File: config.mk
export PLATFORM = sky130hd
export DESIGN_NAME = debug_access_bridge_flat
export DESIGN_NICKNAME = d
export VERILOG_FILES = /design/src/rtl/debug_access_bridge_pkg.sv /design/src/rtl/debug_access_bridge_if.sv /design/src/rtl/debug_access_bridge_timeout.sv /design/src/rtl/debug_access_bridge.sv /design/src/flat_wrapper.sv
export SDC_FILE = /design/constraint.sdc
export NUM_CORES = 1
export LEC_CHECK = 0
export CORE_ASPECT_RATIO = 1.4
export CORE_MARGIN = 2
export CORE_UTILIZATION = 45
export CTS_CLUSTER_DIAMETER = 80
export CTS_CLUSTER_SIZE = 30
export DETAILED_ROUTE_END_ITERATION = 7
export GPL_TIMING_DRIVEN = 0
export PLACE_DENSITY = 0.79
export SLEW_MARGIN = 20
export SYNTH_ARGS = -nofsm -noshare
export SYNTH_HDL_FRONTEND = slang
export SYNTH_HIERARCHICAL = 1
export SYNTH_SLANG_ARGS = --single-unit
File: constraint.sdc
create_clock -name CLK -period 3.61 [get_ports CLK]
set_input_delay 0.722 -clock CLK [delete_from_list [all_inputs] [get_ports CLK]]
set_output_delay 0.722 -clock CLK [all_outputs]
set_load 0.02 [all_outputs]
File: src/rtl/debug_access_bridge_pkg.sv
// Shared definitions for the debug access bridge: mode encodings,
// bridge FSM states and the default error read-back word.
package debug_pkg;

  typedef logic [2:0] dbg_mode_t;

  localparam dbg_mode_t DBG_NOP    = 3'b000;
  localparam dbg_mode_t DBG_RF_RD  = 3'b001;
  localparam dbg_mode_t DBG_MEM_RD = 3'b010;
  localparam dbg_mode_t DBG_RF_WR  = 3'b101;
  localparam dbg_mode_t DBG_MEM_WR = 3'b110;

  localparam logic [31:0] DBG_ERR_DATA = 32'hDEAD_BEEF;

  typedef enum logic [2:0] {
    ST_IDLE,
    ST_RF_RD,
    ST_RF_CAP,
    ST_RF_WR,
    ST_MEM,
    ST_DONE,
    ST_HOLD
  } dbg_state_e;

endpackage

File: src/rtl/debug_access_bridge_if.sv
// Controller-side request/response handshake of the debug access bridge.
// master = Avalon-side debug controller, slave = bridge.
interface debug_access_bridge_if;
  import debug_pkg::*;

  logic        tx_flag;
  dbg_mode_t   mode;
  logic [31:0] address_bridged;
  logic [31:0] data_bridged;
  logic        err_clr;
  logic        doneSending;
  logic [31:0] data_internal;
  logic        err;

  modport master (
    output tx_flag, mode, address_bridged, data_bridged, err_clr,
    input  doneSending, data_internal, err
  );

  modport slave (
    input  tx_flag, mode, address_bridged, data_bridged, err_clr,
    output doneSending, data_internal, err
  );

endinterface

File: src/rtl/debug_access_bridge_timeout.sv
// dbg_timeout_counter: loadable down-counter bounding the wait for mem_ack.
// expire_o fires on the decrement that would take the count from 1 to 0,
// so a load of MAX followed by MAX-1 decrements gives MAX waiting cycles.
module dbg_timeout_counter #(
  parameter int unsigned MAX = 256
) (
  input  logic clk,
  input  logic rst_n,
  input  logic load_i,
  input  logic dec_i,
  output logic expire_o
);

  localparam int unsigned CW = $clog2(MAX + 1);
  localparam logic [CW-1:0] LOAD_VAL = CW'(MAX);
  localparam logic [CW-1:0] ONE      = CW'(1);

  logic [CW-1:0] cnt_q, cnt_d;

  // Next count: reload on a new request, otherwise count down to zero.
  always_comb begin
    cnt_d = cnt_q;
    if (load_i)                 cnt_d = LOAD_VAL;
    else if (dec_i && cnt_q != '0) cnt_d = cnt_q - ONE;
  end

  // Count register.
  always_ff @(posedge clk or negedge rst_n) begin
    if (!rst_n) cnt_q <= '0;
    else        cnt_q <= cnt_d;
  end

  assign expire_o = dec_i && (cnt_q == ONE);

endmodule

File: src/rtl/debug_access_bridge.sv
// debug_access_bridge: target-side responder that executes debug read/write
// requests against the halted core's register-file or data-memory debug port.
// Optional macro DBG_BRIDGE_ALIGN_CHECK_EN rejects misaligned MEM requests.
module debug_access_bridge
  import debug_pkg::*;
#(
  parameter int unsigned TIMEOUT_CYCLES = 256,
  parameter int unsigned RF_ADDR_W      = 5,
  parameter logic [31:0] ERR_DATA       = DBG_ERR_DATA
) (
  input  logic                 CLK,
  input  logic                 RST_n,
  debug_access_bridge_if.slave dbg,
  output logic                 rf_re,
  output logic                 rf_we,
  output logic [RF_ADDR_W-1:0] rf_addr,
  output logic [31:0]          rf_wdata,
  input  logic [31:0]          rf_rdata,
  output logic                 mem_req,
  output logic                 mem_we,
  output logic [31:0]          mem_addr,
  output logic [31:0]          mem_wdata,
  input  logic [31:0]          mem_rdata,
  input  logic                 mem_ack
);

  dbg_state_e           state_q, state_d;
  logic                 done_q, done_d;
  logic [31:0]          di_q, di_d;
  logic                 err_q, err_d;
  logic                 rf_re_q, rf_re_d;
  logic                 rf_we_q, rf_we_d;
  logic [RF_ADDR_W-1:0] rf_addr_q, rf_addr_d;
  logic [31:0]          rf_wdata_q, rf_wdata_d;
  logic                 mem_req_q, mem_req_d;
  logic                 mem_we_q, mem_we_d;
  logic [31:0]          mem_addr_q, mem_addr_d;
  logic [31:0]          mem_wdata_q, mem_wdata_d;
  logic                 rd_q, rd_d;     // MEM request is a read
  logic                 bad_q, bad_d;   // request rejected, no access issued
  logic                 zero_q, zero_d; // RF index 0 (hardwired zero register)

  logic                 set_err;
  logic                 tmo_load, tmo_dec, tmo_exp;
  logic                 rf_oob, rf_zero, mem_misal;
  logic [RF_ADDR_W-1:0] rf_idx;

  assign rf_idx  = dbg.address_bridged[RF_ADDR_W-1:0];
  assign rf_oob  = |dbg.address_bridged[31:RF_ADDR_W];
  assign rf_zero = (rf_idx == '0);
`ifdef DBG_BRIDGE_ALIGN_CHECK_EN
  assign mem_misal = |dbg.address_bridged[1:0];
`else
  assign mem_misal = 1'b0;
`endif

  dbg_timeout_counter #(.MAX(TIMEOUT_CYCLES)) u_tmo (
    .clk      (CLK),
    .rst_n    (RST_n),
    .load_i   (tmo_load),
    .dec_i    (tmo_dec),
    .expire_o (tmo_exp)
  );

  // Request FSM: accept, issue the access, complete, then wait for tx_flag low.
  always_comb begin
    state_d     = state_q;
    done_d      = 1'b0;
    di_d        = di_q;
    rf_re_d     = 1'b0;
    rf_we_d     = 1'b0;
    rf_addr_d   = rf_addr_q;
    rf_wdata_d  = rf_wdata_q;
    mem_req_d   = mem_req_q;
    mem_we_d    = mem_we_q;
    mem_addr_d  = mem_addr_q;
    mem_wdata_d = mem_wdata_q;
    rd_d        = rd_q;
    bad_d       = bad_q;
    zero_d      = zero_q;
    set_err     = 1'b0;
    tmo_load    = 1'b0;
    tmo_dec     = 1'b0;

    case (state_q)
      ST_IDLE: if (dbg.tx_flag) begin
        case (dbg.mode)
          DBG_RF_RD: begin
            state_d   = ST_RF_RD;
            rf_addr_d = rf_idx;
            bad_d     = rf_oob;
            zero_d    = rf_zero;
            rf_re_d   = !rf_oob && !rf_zero;
          end
          DBG_RF_WR: begin
            state_d    = ST_RF_WR;
            rf_addr_d  = rf_idx;
            rf_wdata_d = dbg.data_bridged;
            bad_d      = rf_oob;
            zero_d     = rf_zero;
            rf_we_d    = !rf_oob && !rf_zero;
          end
          DBG_MEM_RD, DBG_MEM_WR: begin
            state_d     = ST_MEM;
            rd_d        = (dbg.mode == DBG_MEM_RD);
            bad_d       = mem_misal;
            mem_addr_d  = dbg.address_bridged;
            mem_wdata_d = dbg.data_bridged;
            mem_req_d   = !mem_misal;
            mem_we_d    = !mem_misal && (dbg.mode == DBG_MEM_WR);
            tmo_load    = 1'b1;
          end
          default: begin
            state_d = ST_DONE;
            done_d  = 1'b1;
          end
        endcase
      end
      ST_RF_RD: state_d = ST_RF_CAP;
      ST_RF_CAP: begin
        if (bad_q)       di_d = ERR_DATA;
        else if (zero_q) di_d = '0;
        else             di_d = rf_rdata;
        set_err = bad_q;
        done_d  = 1'b1;
        state_d = ST_DONE;
      end
      ST_RF_WR: begin
        set_err = bad_q;
        done_d  = 1'b1;
        state_d = ST_DONE;
      end
      ST_MEM: begin
        if (bad_q) begin
          set_err = 1'b1;
          if (rd_q) di_d = ERR_DATA;
          done_d  = 1'b1;
          state_d = ST_DONE;
        end else if (mem_ack) begin
          if (rd_q) di_d = mem_rdata;
          mem_req_d = 1'b0;
          mem_we_d  = 1'b0;
          done_d    = 1'b1;
          state_d   = ST_DONE;
        end else begin
          tmo_dec = 1'b1;
          if (tmo_exp) begin
            mem_req_d = 1'b0;
            mem_we_d  = 1'b0;
            set_err   = 1'b1;
            if (rd_q) di_d = ERR_DATA;
            done_d    = 1'b1;
            state_d   = ST_DONE;
          end
        end
      end
      ST_DONE: state_d = ST_HOLD;
      ST_HOLD: if (!dbg.tx_flag) state_d = ST_IDLE;
      default: state_d = ST_IDLE;
    endcase
  end

  // Sticky error: a new error outranks a simultaneous clear.
  always_comb begin
    err_d = err_q;
    if (dbg.err_clr) err_d = 1'b0;
    if (set_err)     err_d = 1'b1;
  end

  // State and registered outputs; reset drops every strobe asynchronously.
  always_ff @(posedge CLK or negedge RST_n) begin
    if (!RST_n) begin
      state_q     <= ST_IDLE;
      done_q      <= 1'b0;
      di_q        <= '0;
      err_q       <= 1'b0;
      rf_re_q     <= 1'b0;
      rf_we_q     <= 1'b0;
      rf_addr_q   <= '0;
      rf_wdata_q  <= '0;
      mem_req_q   <= 1'b0;
      mem_we_q    <= 1'b0;
      mem_addr_q  <= '0;
      mem_wdata_q <= '0;
      rd_q        <= 1'b0;
      bad_q       <= 1'b0;
      zero_q      <= 1'b0;
    end else begin
      state_q     <= state_d;
      done_q      <= done_d;
      di_q        <= di_d;
      err_q       <= err_d;
      rf_re_q     <= rf_re_d;
      rf_we_q     <= rf_we_d;
      rf_addr_q   <= rf_addr_d;
      rf_wdata_q  <= rf_wdata_d;
      mem_req_q   <= mem_req_d;
      mem_we_q    <= mem_we_d;
      mem_addr_q  <= mem_addr_d;
      mem_wdata_q <= mem_wdata_d;
      rd_q        <= rd_d;
      bad_q       <= bad_d;
      zero_q      <= zero_d;
    end
  end

  assign dbg.doneSending   = done_q;
  assign dbg.data_internal = di_q;
  assign dbg.err           = err_q;
  assign rf_re             = rf_re_q;
  assign rf_we             = rf_we_q;
  assign rf_addr           = rf_addr_q;
  assign rf_wdata          = rf_wdata_q;
  assign mem_req           = mem_req_q;
  assign mem_we            = mem_we_q;
  assign mem_addr          = mem_addr_q;
  assign mem_wdata         = mem_wdata_q;

endmodule

File: src/flat_wrapper.sv
// flat-port wrapper written by rule: the top's interface ports become plain ports
module debug_access_bridge_flat import debug_pkg::*;
#(
  parameter int unsigned TIMEOUT_CYCLES = 256,
  parameter int unsigned RF_ADDR_W      = 5,
  parameter logic [31:0] ERR_DATA       = DBG_ERR_DATA
)
  (CLK, RST_n, rf_re, rf_we, rf_addr, rf_wdata, rf_rdata, mem_req, mem_we, mem_addr, mem_wdata, mem_rdata, mem_ack, dbg_tx_flag, dbg_mode, dbg_address_bridged, dbg_data_bridged, dbg_err_clr, dbg_doneSending, dbg_data_internal, dbg_err);
  debug_access_bridge_if dbg_i ();
  input  logic CLK;
  input  logic RST_n;
  output logic rf_re;
  output logic rf_we;
  output logic [RF_ADDR_W-1:0] rf_addr;
  output logic [31:0] rf_wdata;
  input  logic [31:0] rf_rdata;
  output logic mem_req;
  output logic mem_we;
  output logic [31:0] mem_addr;
  output logic [31:0] mem_wdata;
  input  logic [31:0] mem_rdata;
  input  logic mem_ack;
  input wire logic [$bits(dbg_i.tx_flag)-1:0] dbg_tx_flag;
  input wire logic [$bits(dbg_i.mode)-1:0] dbg_mode;
  input wire logic [$bits(dbg_i.address_bridged)-1:0] dbg_address_bridged;
  input wire logic [$bits(dbg_i.data_bridged)-1:0] dbg_data_bridged;
  input wire logic [$bits(dbg_i.err_clr)-1:0] dbg_err_clr;
  output wire logic [$bits(dbg_i.doneSending)-1:0] dbg_doneSending;
  output wire logic [$bits(dbg_i.data_internal)-1:0] dbg_data_internal;
  output wire logic [$bits(dbg_i.err)-1:0] dbg_err;
  assign dbg_i.tx_flag = dbg_tx_flag;
  assign dbg_i.mode = dbg_mode;
  assign dbg_i.address_bridged = dbg_address_bridged;
  assign dbg_i.data_bridged = dbg_data_bridged;
  assign dbg_i.err_clr = dbg_err_clr;
  assign dbg_doneSending = dbg_i.doneSending;
  assign dbg_data_internal = dbg_i.data_internal;
  assign dbg_err = dbg_i.err;
  debug_access_bridge #(.TIMEOUT_CYCLES(TIMEOUT_CYCLES), .RF_ADDR_W(RF_ADDR_W), .ERR_DATA(ERR_DATA)) u_core (.CLK(CLK), .RST_n(RST_n), .dbg(dbg_i), .rf_re(rf_re), .rf_we(rf_we), .rf_addr(rf_addr), .rf_wdata(rf_wdata), .rf_rdata(rf_rdata), .mem_req(mem_req), .mem_we(mem_we), .mem_addr(mem_addr), .mem_wdata(mem_wdata), .mem_rdata(mem_rdata), .mem_ack(mem_ack));
endmodule
==> summary.txt, run 1 <==
Internal: 5.86 mW
reg2reg setup slack: 0.22 ns
die width: 111 um
Synth cell types: 51
final setup fails: 0
sw frac: 38.8%
area of the core: 15700 um2
drt via density: 5.19
crit path cell chain: buf_2 -> or3b_2 -> buf_2 -> buf_2 -> nor3_4 -> inv_1 -> nor4_1 -> and3_1 -> or3_1 -> o2111ai_2 -> a21oi_4 -> buf_6 -> mux2_2
Initial Utilization: 46.3%
Max Cap Viol: 0
clock latency at the later pin of the worst-skew pair: 0.43 ns
syn nets: 841
flops & latches, synth: 154
Util after Layout: 69.4%
Storage cell area: 3850 um2
Mapped Area: 7250 um2
end of the worst register-to-register path: u_core/dbg.data_internal[15]
drt first-iter violations: 313
post-route antenna net violation count: 0
Max VDD drop: 0.578 mV
reg2reg path depth: 13
CTS tree: built
main flop type after synthesis: dfrtp_1
# fillers: 1183
Post-synth EDFFs: 0
PnR worst setup slack: 0.220 ns
largest family of logic cells by synthesized area: simple AND/OR/NAND/NOR gates
I/O pin count: 275
async set-reset flop share out of synthesis: 100%
Slowest-stage cell, CP: or3b_2
sequential element share of the synthesized area: 53.1%
adder-cell share of the synthesized area: 0.518%
crit path buf inv count: 5
syn_area_per_cell: 10.3 um2
share of the synthesized area in compound gates (AO/OA/AOI/OAI): 6.56%
Synth Warn #: 6
Wirelength per Cell: 18.2 um
max_slew headroom: 51.9%
root buf cell: clkbuf_16
Multi-input gate area: 3140 um2
Layout Cells excl Fill: 1207
post-synthesis mux area share: 15.6%
hpwl dp: 16500 um
Highest Clock Rate: 0.295 GHz
net count of the finished layout: 1137
crit path kind: flop to flop
Overall Global Routing Usage: 25.7%
PortBufs: 274
CP required: 3.92 ns
placed cells: 1173
Worst-path clk slew: 0.07 ns
Slew @ Worst Pin: 0.722 ns
via count: 6269
critical path startpoint: u_core/state_q[0]
leakage: 5.02 nW
Most common cell on crit path: buf_2
dpl ws: -0.0981 ns
Max clock buf depth: 2
min Tclk post-route: 3.39 ns
Gate power share: 50.5%
Synth area leaders: dfrtp_1 (53%), mux2_2 (11%), nand2_1 (11%)
Antenna diodes: 0
power share of the clock group: 18.4%
Reg power frac: 31.1%
path length in cells of the critical path: 13
largest net degree at the start of global routing: 94
initial antenna violation count: 0
status: finished clean
Final GP Congestion: 0.822
global route overflow: 0
Critical Path Max Stage Delay: 0.45 ns
first-pass GRT wire length: 35000 um
sw power: 3.71 mW
Synth top area share: 53.1%
Crit Path Max Fanout: 10
part of the cycle the worst path needs: 93.9%
Die Span Y: 154 um
r2r startpoint: u_core/state_q[0]
clock skew: 0.0126 ns
Synth-to-Final Area Change: 50.0%
RSZ-0062 raised after global routing: false
simple-gate portion of the synthesized area: 20.5%
Syn Inst Count: 702
layout cell share with drive strength beyond 1: 16.7%
Post-Synth XOR/XNOR Area: 0%
Synth area leader: dfrtp_1
row count: 54
final hold violations: 0
Num CTS Buffers: 17
CTS HTree Levels: 4
CP delay by family, top: simple AND/OR/NAND/NOR gates
die area: 17200 um2
CTS sink count: 154
end of the critical path: u_core/dbg.data_internal[15]
Pre-Repair DR Iteration Count: 7
fin. max-slew vios: 0
crit end category: flop
vias in the first global route: 6692
Power Dens Cells: 880 nW/um2
DRC Markers: 0
routed wire length: 21900 um
Crit path arrival time: 3.70 ns
Worst Setup Start Kind: flop
worst min path class: input pin to async pin
[layout by cell type, fill, tap and decap left out, drive strengths merged, types with 14 or more instances in the layout]
| cell type | count |
|---|---|
| clkdlybuf4s50 | 273 |
| nand2 | 203 |
| dfrtp | 154 |
| mux2 | 72 |
| buf | 34 |
| mux2i | 32 |
| clkbuf | 29 |
| nand2b | 28 |
| or2 | 25 |
| a22oi | 24 |
| inv | 22 |
| o21ai | 16 |
| nor2 | 14 |
[stage by stage]
step / power [mW] / cell area [um2] / setup TNS, ns / hold WS [ns]
3_3_place_gp: 7.70 / 10200 / -724.49 / 0.457
2_1_floorplan: 5.61 / 7250 / 0 / 0.426
6_report: 9.57 / 10900 / 0 / 0.305
4_1_cts: 9.62 / 10900 / 0 / 0.344
5_1_grt: 10.1 / 10900 / 0 / 0.366
3_5_place_dp: 7.80 / 10300 / -2.41 / 0.462
[kinds of logic (layout without fill, tap and decap cells)]
logic type | after synthesis | after routing
adders and majority gates | 3 | 3
AOI/OAI and AO/OA | 69 | 69
muxes | 104 | 104
DFF | 154 | 154
and+or+nand+nor | 318 | 318
buffers and inverters | 54 | 363
[cell type report]
class	instances	area share, %
flip-flops and latches	154	35.4
multi-input cells	494	28.9
repair buffers	277	25.7
clock buffers	17	3.91
well taps	196	2.25
plain buffers	42	2.04
clock inverters	15	1.40
inverters	12	0.414
[metal layers]
| layer | GRT usage, % | part of all wire, % |
|---|---|---|
| met2 | 45.5 | 50 |
| met3 | 11.0 | 9.9 |
| met5 | 0 | 0 |
| met4 | 8.94 | 2.4 |
| met1 | 27.5 | 37 |
[cells in the mapped netlist (all sizes together), types with 2 or more instances]
master and instances:
inv 12, nand3 10, nor2b 8, nor4b 3, mux2 72, nor3 3, o22ai 2, mux2i 32
or3 2, nor2 14, or4 3, or4b 2, or2 25, dfrtp 154, o211ai 3, nor4 9
o41ai 2, a21oi 11, o21ai 16, o2111ai 2, nand3b 2, a22oi 24, ha 3, nand2b 28
a21o 2, clkbuf 12, nand2 203, a32oi 2, buf 30
[how the worst min path moves through the flow]
stage                      endpoint  slack, ns                  from  cells after the start
2_1_floorplan          u_core/bad_q       0.43                 RST_n                      0
3_3_place_gp   u_core/mem_wdata[30]       0.46  u_core/mem_wdata[30]                      2
3_5_place_dp   u_core/mem_wdata[30]       0.46  u_core/mem_wdata[30]                      2
4_1_cts        u_core/mem_wdata[26]       0.34                 RST_n                      1
5_1_grt         u_core/rf_wdata[25]       0.37                 RST_n                      1
6_report       u_core/mem_wdata[26]       0.30                 RST_n                      1
[power by group through the flow]
stage               registers, mW  clock network (mW)  logic (mW)
floorplan                    3.78                   0        1.82
global placement             2.96                   0        4.75
detailed placement           2.99                   0        4.81
CTS                          2.98                1.81        4.83
global route                 3.08                1.88        5.18
finish                       2.98                1.77        4.83
[flip-flops by register name, indices dropped and copies added (netlist names)]
name and flops:
u_core/dbg.data_internal 32, u_core/mem_addr 32, u_core/mem_wdata 32, u_core/rf_wdata 32
u_core/u_tmo/cnt_q 9, u_core/rf_addr 5, u_core/state_q 3, u_core/bad_q 1
u_core/dbg.doneSending 1, u_core/dbg.err 1, u_core/mem_req 1, u_core/mem_we 1
u_core/rd_q 1, u_core/rf_re 1, u_core/rf_we 1, u_core/zero_q 1
[timing repair]
| action | CTS | global route |
|---|---|---|
| hold buffers | 0 | 0 |
| buffers inserted | 0 | 2 |
| endpoints found under the setup margin | 30 | 30 |
| pin swaps | 0 | 2 |
| hold endpoints to repair | 0 | 0 |
| gates resized for setup | 1 | 1 |
Note: power is estimated with default switching activity, not from simulation.
==> run 2: changes to the inputs <==
--- a/config.mk
+++ b/config.mk
@@ -11,8 +11,9 @@
 export CTS_CLUSTER_DIAMETER = 80
 export CTS_CLUSTER_SIZE = 30
 export DETAILED_ROUTE_END_ITERATION = 7
-export GPL_TIMING_DRIVEN = 0
+export GPL_TIMING_DRIVEN = 1
 export PLACE_DENSITY = 0.79
+export REMOVE_ABC_BUFFERS = 1
 export SLEW_MARGIN = 20
 export SYNTH_ARGS = -nofsm -noshare
 export SYNTH_HDL_FRONTEND = slang
==> run 2 against run 1 <==
- largest cell class unchanged
- critical path type unchanged
- final cell count fell by 2.7%
- flip-flop and latch count stayed put
- setup slack better by 0.38 ns
- final area fell by 1.1%
- combinational power is 4% lower
- first-iteration DRC count up 17%
==> summary.txt, run 2 (synthesis gave the netlist of run 1 again) <==
via count: 6103 (-2.6%)
global route overflow: 0 (unchanged)
worst min path class: input pin to async pin
final hold violations: 0 (unchanged)
routed wire length: 20500 um (-6.5%)
total power draw: 9.49 mW (-0.90%)
hpwl dp: 14400 um (-12%)
Worst-path clk slew: 0.07 ns (about the same)
root buf cell: clkbuf_16
layout cell share with drive strength beyond 1: 15.1% (-1.6 points)
Highest Clock Rate: 0.332 GHz (+13%)
most frequent cells in the layout: clkdlybuf4s50_1 (273), nand2_1 (203), dfrtp_1 (154), mux2_2 (70), mux2i_1 (32)
Initial Utilization: 46.3% (unchanged)
DP Area: 10200 um2 (-1.1%)
M1 GR Usage: 28.1% (+0.57 points)
Max clock buf depth: 2 (unchanged)
clock skew: 0.0144 ns (+0.00187 ns)
Finished Cell Area: 10800 um2 (-1.1%)
Overall Global Routing Usage: 23.9% (-1.9 points)
min Tclk post-route: 3.01 ns (-0.377 ns)
Crit Path Max Fanout: 32 (+22)
Wirelength per Cell: 17.5 um (-3.9%)
part of the cycle the worst path needs: 83.5% (-10 points)
PortBufs: 274 (unchanged)
routing usage on met2: 40.6% (-4.9 points)
net count of the finished layout: 1105 (-2.8%)
DRC Markers: 0 (unchanged)
crit path kind: flop to flop
post-route antenna net violation count: 0 (unchanged)
worst hold slack: 0.296 ns (-0.00833 ns)
final setup fails: 0 (unchanged)
row count: 54 (unchanged)
Max VDD drop: 0.572 mV (-1.1%)
Slew @ Worst Pin: 0.753 ns (+0.0316 ns)
CTS hold repair buffers: 0 (unchanged)
CP required: 3.91 ns (about the same)
Util after Layout: 68.6% (-0.77 points)
initial antenna violation count: 0 (unchanged)
die width: 111 um (unchanged)
CTS sink count: 154 (unchanged)
vias in the first global route: 6309 (-5.7%)
max_slew headroom: 49.8% (-2.1 points)
drt via density: 5.19 (about the same)
Antenna diodes: 0 (unchanged)
grt met3 use: 9.01% (-2.0 points)
Die Span Y: 154 um (unchanged)
Final GP Congestion: 0.836 (+1.8%)
leakage: 4.93 nW (-1.8%)
Worst Setup Start Kind: flop
Power Dens Cells: 882 nW/um2 (+0.20%)
post-CTS sizing: 0 (-1)
CTS HTree Levels: 4 (unchanged)
fin. max-slew vios: 0 (unchanged)
most common cell after layout, fill and taps aside: clkdlybuf4s50_1
largest net degree at the start of global routing: 70 (-26%)
Crit path arrival time: 3.31 ns (-0.39 ns)
area of the core: 15700 um2 (unchanged)
Synth-to-Final Area Change: 48.3%
Top Usage Layer GRT: met2
drt first-iter violations: 367 (+17%)
I/O pin count: 275 (unchanged)
CTS tree: built
die area: 17200 um2 (unchanged)
RSZ-0062 raised after global routing: false
crit end category: flop
status: finished clean
Pre-Repair DR Iteration Count: 4 (-3)
Num CTS Buffers: 17 (unchanged)
Max Cap Viol: 0 (unchanged)
first-pass GRT wire length: 33000 um (-5.6%)
# fillers: 1191 (+0.68%)
Setup Buffers After CTS: 0 (unchanged)
clock latency at the later pin of the worst-skew pair: 0.42 ns (about the same)
setup TNS: 0 ns (unchanged)
-- run 2: cell types whose count changed in the layout (fill, tap and decap cells not counted), moves of 2 or more --
cell / delta
buf_6: -2
buf_2: -24
clkbuf_1: -11
buf_12: +3
inv_6: -2
buf_4: +5
-- run 2: cell type report --
| cell class | instances | area [um2] | share of cell area (%) |
|---|---|---|---|
| clock buffers | 19 | 443 | 4.12 |
| clock inverters | 13 | 156 | 1.45 |
| inverters | 12 | 45.0 | 0.419 |
| multi-input cells | 494 | 3130 | 29.1 |
| flip-flops and latches | 154 | 3850 | 35.8 |
| well taps | 196 | 245 | 2.28 |
| repair buffers | 287 | 2880 | 26.8 |
-- run 2: routing by layer --
layer	vias up	routed length (um)
met5	-	0
met4	0	333
met3	30	1880
met2	252	10200
met1	2929	8140
li1	2892	-
-- run 2: power breakdown --
| group | internal (mW) | total, mW | switching (mW) |
|---|---|---|---|
| Combinational | 2.34 | 4.66 | 2.32 |
| Sequential | 2.49 | 3.01 | 0.515 |
| Clock | 1.06 | 1.82 | 0.759 |
-- run 2: final timing paths --
check | start | slack, ns | depth (start not counted) | end
hold / removal | RST_n | 0.30 | 1 | u_core/rf_wdata[18]
max in group asynchronous | RST_n | 2.49 | 2 | u_core/mem_addr[2]
hold reg to reg | u_core/mem_addr[6] | 0.47 | 2 | u_core/mem_addr[6]
setup reg to reg | u_core/state_q[1] | 0.60 | 10 | u_core/dbg.data_internal[19]
min in group CLK | u_core/mem_addr[6] | 0.47 | 2 | u_core/mem_addr[6]
setup / recovery | u_core/state_q[1] | 0.60 | 10 | u_core/dbg.data_internal[19]
-- run 2: worst max-delay path, cell delays in order, from the launching register on --
cell,delay [ns]
dfrtp_1,0.52
or3b_2,0.53
nor3_1,0.21
inv_1,0.06
nor4_1,0.23
and3_1,0.22
or3_1,0.17
o2111ai_2,0.14
a21oi_4,0.20
buf_12,0.22
mux2_2,0.36
-- run 2: per-stage QoR --
| stage | worst slack, ns | instances |
|---|---|---|
| floorplan | -0.167 | 660 |
| global placement | 0.444 | 1143 |
| detailed placement | 0.358 | 1143 |
| CTS | 0.616 | 1175 |
| global route | 0.434 | 1175 |
| finish | 0.597 | 1175 |
